`config.mk`:
```
export PLATFORM = sky130hd
export DESIGN_NAME = ame_num_scale_pipe_flat
export DESIGN_NICKNAME = d
export VERILOG_FILES = /design/src/rtl/ame_num_scale_pipe_pkg.sv /design/src/rtl/ame_num_scale_pipe_if.sv /design/src/rtl/ame_num_scale_pipe_msb_idx.sv /design/src/rtl/ame_num_scale_pipe.sv /design/src/flat_wrapper.sv
export SDC_FILE = /design/constraint.sdc
export NUM_CORES = 2
export LEC_CHECK = 0
export CORE_MARGIN = 4
export CORE_UTILIZATION = 30
export CTS_CLUSTER_SIZE = 40
export DETAILED_ROUTE_END_ITERATION = 10
export DONT_BUFFER_PORTS = 1
export PLACE_DENSITY = 0.43
export SYNTH_ARGS = -nofsm -noshare
export SYNTH_HDL_FRONTEND = slang
export SYNTH_SLANG_ARGS = --single-unit
```
`constraint.sdc`:
```
create_clock -name clk_i -period 51.5 [get_ports clk_i]
set_clock_uncertainty 0.15 [all_clocks]
set_input_delay 0 -clock clk_i [delete_from_list [all_inputs] [get_ports clk_i]]
set_output_delay 0 -clock clk_i [all_outputs]
set_load 0.01 [all_outputs]
```
`src/rtl/ame_num_scale_pipe_pkg.sv`:
```
`default_nettype none
// +----------------------------------------------------------------------------+
// | ame_num_scale_pipe_pkg - shared widths, types and MSB-index helper          |
// | Revision: 1.0                                                              |
// +----------------------------------------------------------------------------+
package ame_num_scale_pipe_pkg;

  localparam int C_DATA_BITS  = 64;
  localparam int C_SCALE_BITS = 44;
  localparam int C_NUM_PAIRS  = 2;
  localparam int SHIFT_BITS   = $clog2(C_DATA_BITS);

  // One extra bit holds the sum of two MSB indices.
  typedef logic [SHIFT_BITS:0] psum_t;

  function automatic logic [SHIFT_BITS-1:0] msb_idx(input logic [C_DATA_BITS-1:0] x);
    logic [C_DATA_BITS-1:0] mag;
    mag     = x[C_DATA_BITS-1] ? -x : x;
    msb_idx = '0;
    for (int i = 0; i < C_DATA_BITS; i++) begin
      if (mag[i]) msb_idx = i[SHIFT_BITS-1:0];
    end
  endfunction

endpackage
`default_nettype wire

```
`src/rtl/ame_num_scale_pipe_if.sv`:
```
`default_nettype none
// +----------------------------------------------------------------------------+
// | ame_num_scale_pipe_if - input/output stream bundle of the operand scaler    |
// | Revision: 1.0                                                              |
// +----------------------------------------------------------------------------+
interface ame_num_scale_pipe_if
  import ame_num_scale_pipe_pkg::*;
#(
  parameter int DATA_BITS = C_DATA_BITS,
  parameter int NUM_PAIRS = C_NUM_PAIRS
) ();

  localparam int N   = 2 * NUM_PAIRS;
  localparam int SHW = $clog2(DATA_BITS);

  logic                   in_valid_i;
  logic                   in_ready_o;
  logic                   round_i;
  logic [N*DATA_BITS-1:0] data_i;
  logic                   out_valid_o;
  logic                   out_ready_i;
  logic [N*DATA_BITS-1:0] data_o;
  logic [SHW-1:0]         shift_o;
  logic                   clamp_o;

  modport master (
    output in_valid_i, round_i, data_i, out_ready_i,
    input  in_ready_o, out_valid_o, data_o, shift_o, clamp_o
  );

  modport slave (
    input  in_valid_i, round_i, data_i, out_ready_i,
    output in_ready_o, out_valid_o, data_o, shift_o, clamp_o
  );

endinterface
`default_nettype wire

```
`src/rtl/ame_num_scale_pipe_msb_idx.sv`:
```
`default_nettype none
// +----------------------------------------------------------------------------+
// | ame_num_scale_pipe_msb_idx - leading-one index of |x| for a signed operand  |
// | Revision: 1.0                                                              |
// +----------------------------------------------------------------------------+
module ame_num_scale_pipe_msb_idx
  import ame_num_scale_pipe_pkg::*;
#(
  parameter  int DATA_BITS = C_DATA_BITS,
  localparam int SHW       = $clog2(DATA_BITS)
) (
  input  logic [DATA_BITS-1:0] x_i,
  output logic [SHW-1:0]       e_o
);

  logic [DATA_BITS-1:0] w_mag;

  // The most negative value negates to itself, whose top bit gives DATA_BITS-1.
  always_comb begin
    w_mag = x_i[DATA_BITS-1] ? -x_i : x_i;
    e_o   = '0;
    for (int i = 0; i < DATA_BITS; i++) begin
      if (w_mag[i]) e_o = i[SHW-1:0];
    end
  end

endmodule
`default_nettype wire

```
`src/rtl/ame_num_scale_pipe.sv`:
```
`default_nettype none
// +----------------------------------------------------------------------------+
// | ame_num_scale_pipe - 3-stage common-shift pre-scaler for signed A/B pairs   |
// | Revision: 1.0                                                              |
// +----------------------------------------------------------------------------+
module ame_num_scale_pipe
  import ame_num_scale_pipe_pkg::*;
#(
  parameter int DATA_BITS  = C_DATA_BITS,
  parameter int SCALE_BITS = C_SCALE_BITS,
  parameter int NUM_PAIRS  = C_NUM_PAIRS
) (
  input  logic                  clk_i,
  input  logic                  rst_i,
  input  logic                  flush_i,
  ame_num_scale_pipe_if.slave   bus
);

  localparam int N   = 2 * NUM_PAIRS;
  localparam int SHW = $clog2(DATA_BITS);
  localparam int W   = N * DATA_BITS;
  localparam logic [SHW:0] MAX_SHIFT = (SHW+1)'(DATA_BITS - 1);
  localparam logic [SHW:0] SCALE_W   = (SHW+1)'(SCALE_BITS);

  logic [SHW-1:0] w_e [N];

  logic           s1_valid_q, s1_round_q;
  logic [W-1:0]   s1_data_q;
  logic [SHW-1:0] s1_e_q [N];

  logic           s2_valid_q, s2_round_q, s2_clamp_q;
  logic [W-1:0]   s2_data_q;
  logic [SHW-1:0] s2_shift_q;

  logic           out_valid_q, clamp_q;
  logic [W-1:0]   data_q;
  logic [SHW-1:0] shift_q;

  logic           s1_take, s2_take, s3_take;
  logic [SHW:0]   pm_d, raw_d;
  logic [SHW-1:0] shift_d;
  logic           clamp_d;
  logic [W-1:0]   data_d;

  // A stage takes new contents when it is empty or its beat moves on.
  assign s3_take = !out_valid_q || bus.out_ready_i;
  assign s2_take = !s2_valid_q || s3_take;
  assign s1_take = !s1_valid_q || s2_take;

  assign bus.in_ready_o  = s1_take;
  assign bus.out_valid_o = out_valid_q;
  assign bus.data_o      = data_q;
  assign bus.shift_o     = shift_q;
  assign bus.clamp_o     = clamp_q;

  for (genvar k = 0; k < N; k++) begin : g_msb
    ame_num_scale_pipe_msb_idx #(.DATA_BITS(DATA_BITS)) u_msb (
      .x_i (bus.data_i[k*DATA_BITS +: DATA_BITS]),
      .e_o (w_e[k])
    );
  end

  always_comb begin
    logic [SHW:0] psum;
    psum = '0;
    pm_d = '0;
    for (int p = 0; p < NUM_PAIRS; p++) begin
      psum = {1'b0, s1_e_q[2*p+1]} + {1'b0, s1_e_q[2*p]};
      if (psum > pm_d) pm_d = psum;
    end
    raw_d   = (int'(pm_d) > SCALE_BITS) ? (pm_d - SCALE_W) : '0;
    clamp_d = (raw_d > MAX_SHIFT);
    shift_d = clamp_d ? MAX_SHIFT[SHW-1:0] : raw_d[SHW-1:0];
  end

  // One extra bit absorbs the rounding bias; half of 2^shift is zero when shift is 0.
  always_comb begin
    logic signed [DATA_BITS:0] ext, bias;
    data_d = s2_data_q;
    ext    = '0;
    bias   = s2_round_q ? (((DATA_BITS+1)'(1) << s2_shift_q) >> 1) : '0;
    for (int p = 0; p < NUM_PAIRS; p++) begin
      ext = {s2_data_q[(2*p+2)*DATA_BITS-1], s2_data_q[(2*p+1)*DATA_BITS +: DATA_BITS]};
      data_d[(2*p+1)*DATA_BITS +: DATA_BITS] = DATA_BITS'((ext + bias) >>> s2_shift_q);
    end
  end

  always_ff @(posedge clk_i or posedge rst_i) begin
    if (rst_i) begin
      s1_valid_q  <= 1'b0;
      s1_round_q  <= 1'b0;
      s1_data_q   <= '0;
      for (int k = 0; k < N; k++) s1_e_q[k] <= '0;
      s2_valid_q  <= 1'b0;
      s2_round_q  <= 1'b0;
      s2_data_q   <= '0;
      s2_shift_q  <= '0;
      s2_clamp_q  <= 1'b0;
      out_valid_q <= 1'b0;
      data_q      <= '0;
      shift_q     <= '0;
      clamp_q     <= 1'b0;
    end else if (flush_i) begin
      s1_valid_q  <= 1'b0;
      s2_valid_q  <= 1'b0;
      out_valid_q <= 1'b0;
    end else begin
      if (s3_take) begin
        out_valid_q <= s2_valid_q;
        if (s2_valid_q) begin
          data_q  <= data_d;
          shift_q <= s2_shift_q;
          clamp_q <= s2_clamp_q;
        end
      end
      if (s2_take) begin
        s2_valid_q <= s1_valid_q;
        if (s1_valid_q) begin
          s2_data_q  <= s1_data_q;
          s2_round_q <= s1_round_q;
          s2_shift_q <= shift_d;
          s2_clamp_q <= clamp_d;
        end
      end
      if (s1_take) begin
        s1_valid_q <= bus.in_valid_i;
        if (bus.in_valid_i) begin
          s1_data_q  <= bus.data_i;
          s1_round_q <= bus.round_i;
          for (int k = 0; k < N; k++) s1_e_q[k] <= w_e[k];
        end
      end
    end
  end

endmodule
`default_nettype wire

```
`src/flat_wrapper.sv`:
```
// flat-port wrapper written by rule: the top's interface ports become plain ports
module ame_num_scale_pipe_flat import ame_num_scale_pipe_pkg::*;
#(
  parameter int DATA_BITS  = C_DATA_BITS,
  parameter int SCALE_BITS = C_SCALE_BITS,
  parameter int NUM_PAIRS  = C_NUM_PAIRS
)
  (clk_i, rst_i, flush_i, bus_in_valid_i, bus_round_i, bus_data_i, bus_out_ready_i, bus_in_ready_o, bus_out_valid_o, bus_data_o, bus_shift_o, bus_clamp_o);
  ame_num_scale_pipe_if #(.DATA_BITS(DATA_BITS), .NUM_PAIRS(NUM_PAIRS)) bus_i ();
  input  logic clk_i;
  input  logic rst_i;
  input  logic flush_i;
  input wire logic [$bits(bus_i.in_valid_i)-1:0] bus_in_valid_i;
  input wire logic [$bits(bus_i.round_i)-1:0] bus_round_i;
  input wire logic [$bits(bus_i.data_i)-1:0] bus_data_i;
  input wire logic [$bits(bus_i.out_ready_i)-1:0] bus_out_ready_i;
  output wire logic [$bits(bus_i.in_ready_o)-1:0] bus_in_ready_o;
  output wire logic [$bits(bus_i.out_valid_o)-1:0] bus_out_valid_o;
  output wire logic [$bits(bus_i.data_o)-1:0] bus_data_o;
  output wire logic [$bits(bus_i.shift_o)-1:0] bus_shift_o;
  output wire logic [$bits(bus_i.clamp_o)-1:0] bus_clamp_o;
  assign bus_i.in_valid_i = bus_in_valid_i;
  assign bus_i.round_i = bus_round_i;
  assign bus_i.data_i = bus_data_i;
  assign bus_i.out_ready_i = bus_out_ready_i;
  assign bus_in_ready_o = bus_i.in_ready_o;
  assign bus_out_valid_o = bus_i.out_valid_o;
  assign bus_data_o = bus_i.data_o;
  assign bus_shift_o = bus_i.shift_o;
  assign bus_clamp_o = bus_i.clamp_o;
  ame_num_scale_pipe #(.DATA_BITS(DATA_BITS), .SCALE_BITS(SCALE_BITS), .NUM_PAIRS(NUM_PAIRS)) u_core (.clk_i(clk_i), .rst_i(rst_i), .flush_i(flush_i), .bus(bus_i));
endmodule
```
==> impl_metrics.yaml <==
clocking:
  insertion_delay_ns: 0.75
  htree_num_levels: 3
  clk_path_buf_depth: 3
  cts_resized: 0
  cts_buffers: 97
  cts.sinks: 811
  cts-root-buf: "clkbuf_16"
  clk_pin_slew_ns: 0.07
  cts_tree: "built"
logic_synthesis:
  synth.area.top_cells: "dfrtp_1 32%, nand2_1 11%, mux2_2 5.7%, o21ai_0 4.2%, nor2_1 3.7%"
  syn_inst: 8080
  synth.net_count: 8496
  syn_avg_cell_area_um2: 7.806
  synth_area_mm2: 0.06307
  ys_ff_latch: 811
  async_reset_ff_share_pct: 100.0
  synth_top_area_cell: "dfrtp_1"
  yosysTopAreaCellShare_pct: 32.18
  synth_common_cells: "1776 x nand2_1, 811 x dfrtp_1, 624 x nor2_1, 531 x clkbuf_1, 525 x o21ai_0"
  yosysSeqAreaShare_pct: 32.18
  ys.flop_type: "dfrtp_1"
  yosysMostFrequentCell: "nand2_1"
  yosys.cell_types.count: 102
  synth_edf_count: 0
  synth_warnings: 0
power:
  total_leakage_power_nw: 30.94
  peakVddDrop_mv: 0.02875
  power.density_mw_per_mm2: 42.67
finish:
  nets: 8716
  fill_cells: 22150
  syn2layout_area_growth_pct: 18.78
  drive_gt1_share_pct: 8.905
  layout.cells.non_filler: 11200
  final_area_mm2: 0.07492
worst_setup_path:
  worstPathRequired_ns: 51.98
  cp-end-kind: "flop"
  cp_slowest_cell: "o311ai_1"
  critical_path_peak_fanout: 52
  path_common_cell: "buf_4"
  cp_num_buf_inv: 4
  worstSetupPathType: "flop to flop"
  path_cells: "inv_4 -> buf_4 -> buf_4 -> nand2_1 -> buf_4 -> nor3_1 -> ha_1 -> a21o_1 -> or3_1 -> o21a_1 -> o2111a_1 -> o21ai_2 -> a21oi_1 -> o311ai_1 -> mux2i_1 -> a21oi_1 -> mux2i_1 -> mux4_2 -> a221o_1"
  r2r_end: "u_core.bus.data_o[104]$_DFFE_PP0P_"
  start_kind: "flop"
  crit_cells: 19
  crit_family: "compound AO/OA/AOI/OAI gates"
  cp-endpoint: "u_core.bus.data_o[104]$_DFFE_PP0P_"
  slowest_delay_ns: 0.97
  crit_arrival_ns: 9.27
  r2r_slack_ns: 42.71
  startpoint: "u_core.s2_shift_q[2]$_DFFE_PP0P_"
  critical_path.reg2reg.startpoint: "u_core.s2_shift_q[2]$_DFFE_PP0P_"
  rr_worst_depth: 19
die:
  fp.dieH_um: 466.5
  die_area_mm2: 0.2176
  io_pins: 527
  fp.dieW_um: 466.5
  start_util_pct: 30.13
  fp.coreArea_mm2: 0.2094
  rows: 168
global_route:
  grt_use_total_pct: 26.52
  antenna_found_initial: 20
  overflow: 0
  grt_max_degree: 155
  grt_pass1_vias: 63190
  grt_pass1_wl_um: 439700
route:
  dr.pass1.iters: 8
  ant_nets: 0
  via_count: 64900
  drt-total-wl_um: 299000
  initialDrtViolationCount: 5687
  post_drt_wl_per_cell_um: 26.71
  avgViaCountPerCell: 5.796
  drc: 0
place:
  dp_hpwl_um: 218400
  dpl-instance-area_mm2: 0.06509
  port_buffers: 0
  place_inst: 10370
  gp_congestion: 0.9545
timing:
  slew_viol_final: 0
  timing.final.crit_share_pct: 17.07
  fmax_ghz: 0.1137
  max_slew.worst_pin.slew_ns: 1.216
  min_period_ns: 8.793
  rsz0062_at_grt: "false"
  fin_tns_setup_ns: 0
  hold_viol: 0
  setup_viol: 0
  slew_headroom_pct: 18.72
run_status:
  outcome: "finished, final reports clean"
hold_path:
  hold_class: "input port to flop"
flow_run:
  maxCapViolations: 0
==> layout by cell type, fill, tap and decap left out, types with 84 or more instances in the layout <==
cell              n
nand2_1        1775
dfrtp_1         806
dlygate4sd3_1   634
nor2_1          616
o21ai_0         525
a21oi_1         440
mux2_2          319
nor3_1          242
nand3_1         169
mux2i_1         169
ha_1            150
inv_1           130
a211oi_1        124
a21o_1          119
xor2_1          110
xnor2_1         108
clkbuf_16        97
or3_1            84
==> repair_timing <==
| action | in CTS | in global routing |
|---|---|---|
| hold buffers | 639 | 0 |
| buffers inserted | 0 | 0 |
| hold endpoints to repair | 795 | 0 |
==> power breakdown <==
part | internal, mW | leakage, nW | switching [mW] | total, mW
registers | 0.793 | 10.0 | 0.220 | 1.01
logic | 0.497 | 19.3 | 0.962 | 1.46
clock network | 0.416 | 1.61 | 0.309 | 0.725
total | 1.71 | 30.9 | 1.49 | 3.20
==> metrics by stage <==
stage | util (%) | setup slack [ns] | hold slack [ns] | total power [mW]
2_1_floorplan | - | 28.57 | -0.08686 | 1.819
3_3_place_gp | 31.09 | 43.01 | -0.1666 | 2.382
3_5_place_dp | 31.09 | 42.85 | -0.1606 | 2.382
4_1_cts | 35.77 | 42.83 | 0.0004370 | 3.189
5_1_grt | 35.77 | 42.46 | 0.04924 | 3.344
6_report | 35.78 | 42.71 | 0.05140 | 3.197
==> how the worst min path moves through the flow <==
stage	endpoint	startpoint	cells after the start	slack [ns]
2_1_floorplan	u_core.s1_valid_q$_DFFE_PP0P_	flush_i	1	-0.09
3_3_place_gp	u_core.bus.data_o[138]$_DFFE_PP0P_	rst_i	1	-0.17
3_5_place_dp	u_core.bus.data_o[138]$_DFFE_PP0P_	rst_i	1	-0.16
4_1_cts	u_core.s1_e_q[21]$_DFFE_PP0P_	bus_data_i[9]	8	0.0004
5_1_grt	u_core.s1_data_q[227]$_DFFE_PP0P_	bus_data_i[227]	3	0.05
6_report	u_core.s1_e_q[23]$_DFFE_PP0P_	bus_data_i[39]	8	0.05
==> area by class of cell <==
cell class	instances	area, um2	share of cell area (%)
Sequential cell	811	20310	27.11
Multi-Input combinational cell	6527	40000	53.39
Inverter	135	519.2	0.6931
Clock buffer	127	2680	3.577
Antenna cell	15	37.54	0.05010
Timing Repair Buffer	728	7232	9.653
Tap cell	2805	3510	4.685
Clock inverter	49	630.6	0.8417
==> sequential cells by signal (all words and copies together) (netlist names) <==
name / cells
u_core.s2_data_q: 256
u_core.s1_round_q: 1
u_core.s2_round_q: 1
u_core.s2_shift_q: 6
u_core.s2_clamp_q: 1
u_core.s1_e_q: 24
u_core.bus.data_o: 256
u_core.s2_valid_q: 1
u_core.s1_valid_q: 1
u_core.bus.shift_o: 6
u_core.bus.clamp_o: 1
u_core.bus.out_valid_o: 1
u_core.s1_data_q: 256
==> logic make-up (layout without fill, tap and decap cells) <==
logic type | Yosys count | after routing | synth area share [%]
AOI/OAI and AO/OA | 2202 | 2202 | 23.52
xor gates and xnor gates | 218 | 218 | 3.027
adders and majority gates | 154 | 154 | 3.103
buffers and inverters | 742 | 1039 | 4.485
DFF | 811 | 811 | 32.18
muxes | 519 | 519 | 9.471
other | 0 | 15 | 0
and+or+nand+nor | 3434 | 3434 | 24.21
==> worst register-to-register path, stage by stage (launching register included) <==
cell	delay [ns]
dfrtp_4	0.56
inv_4	0.32
buf_4	0.66
buf_4	0.60
nand2_1	0.12
buf_4	0.31
nor3_1	0.72
ha_1	0.42
a21o_1	0.19
or3_1	0.32
o21a_1	0.24
o2111a_1	0.32
o21ai_2	0.44
a21oi_1	0.38
o311ai_1	0.97
mux2i_1	0.26
a21oi_1	0.45
mux2i_1	0.36
mux4_2	0.55
a221o_1	0.33
==> metal layers <==
layer	global-route usage [%]	up-vias	part of all wire, %
met3	6.404	490	7.7
met1	34.02	32240	42
met5	0	-	0.014
met4	8.340	8	3.5
met2	43.90	2344	47
li1	-	29820	-
No activity file was read; power rests on OpenSTA's default activity.
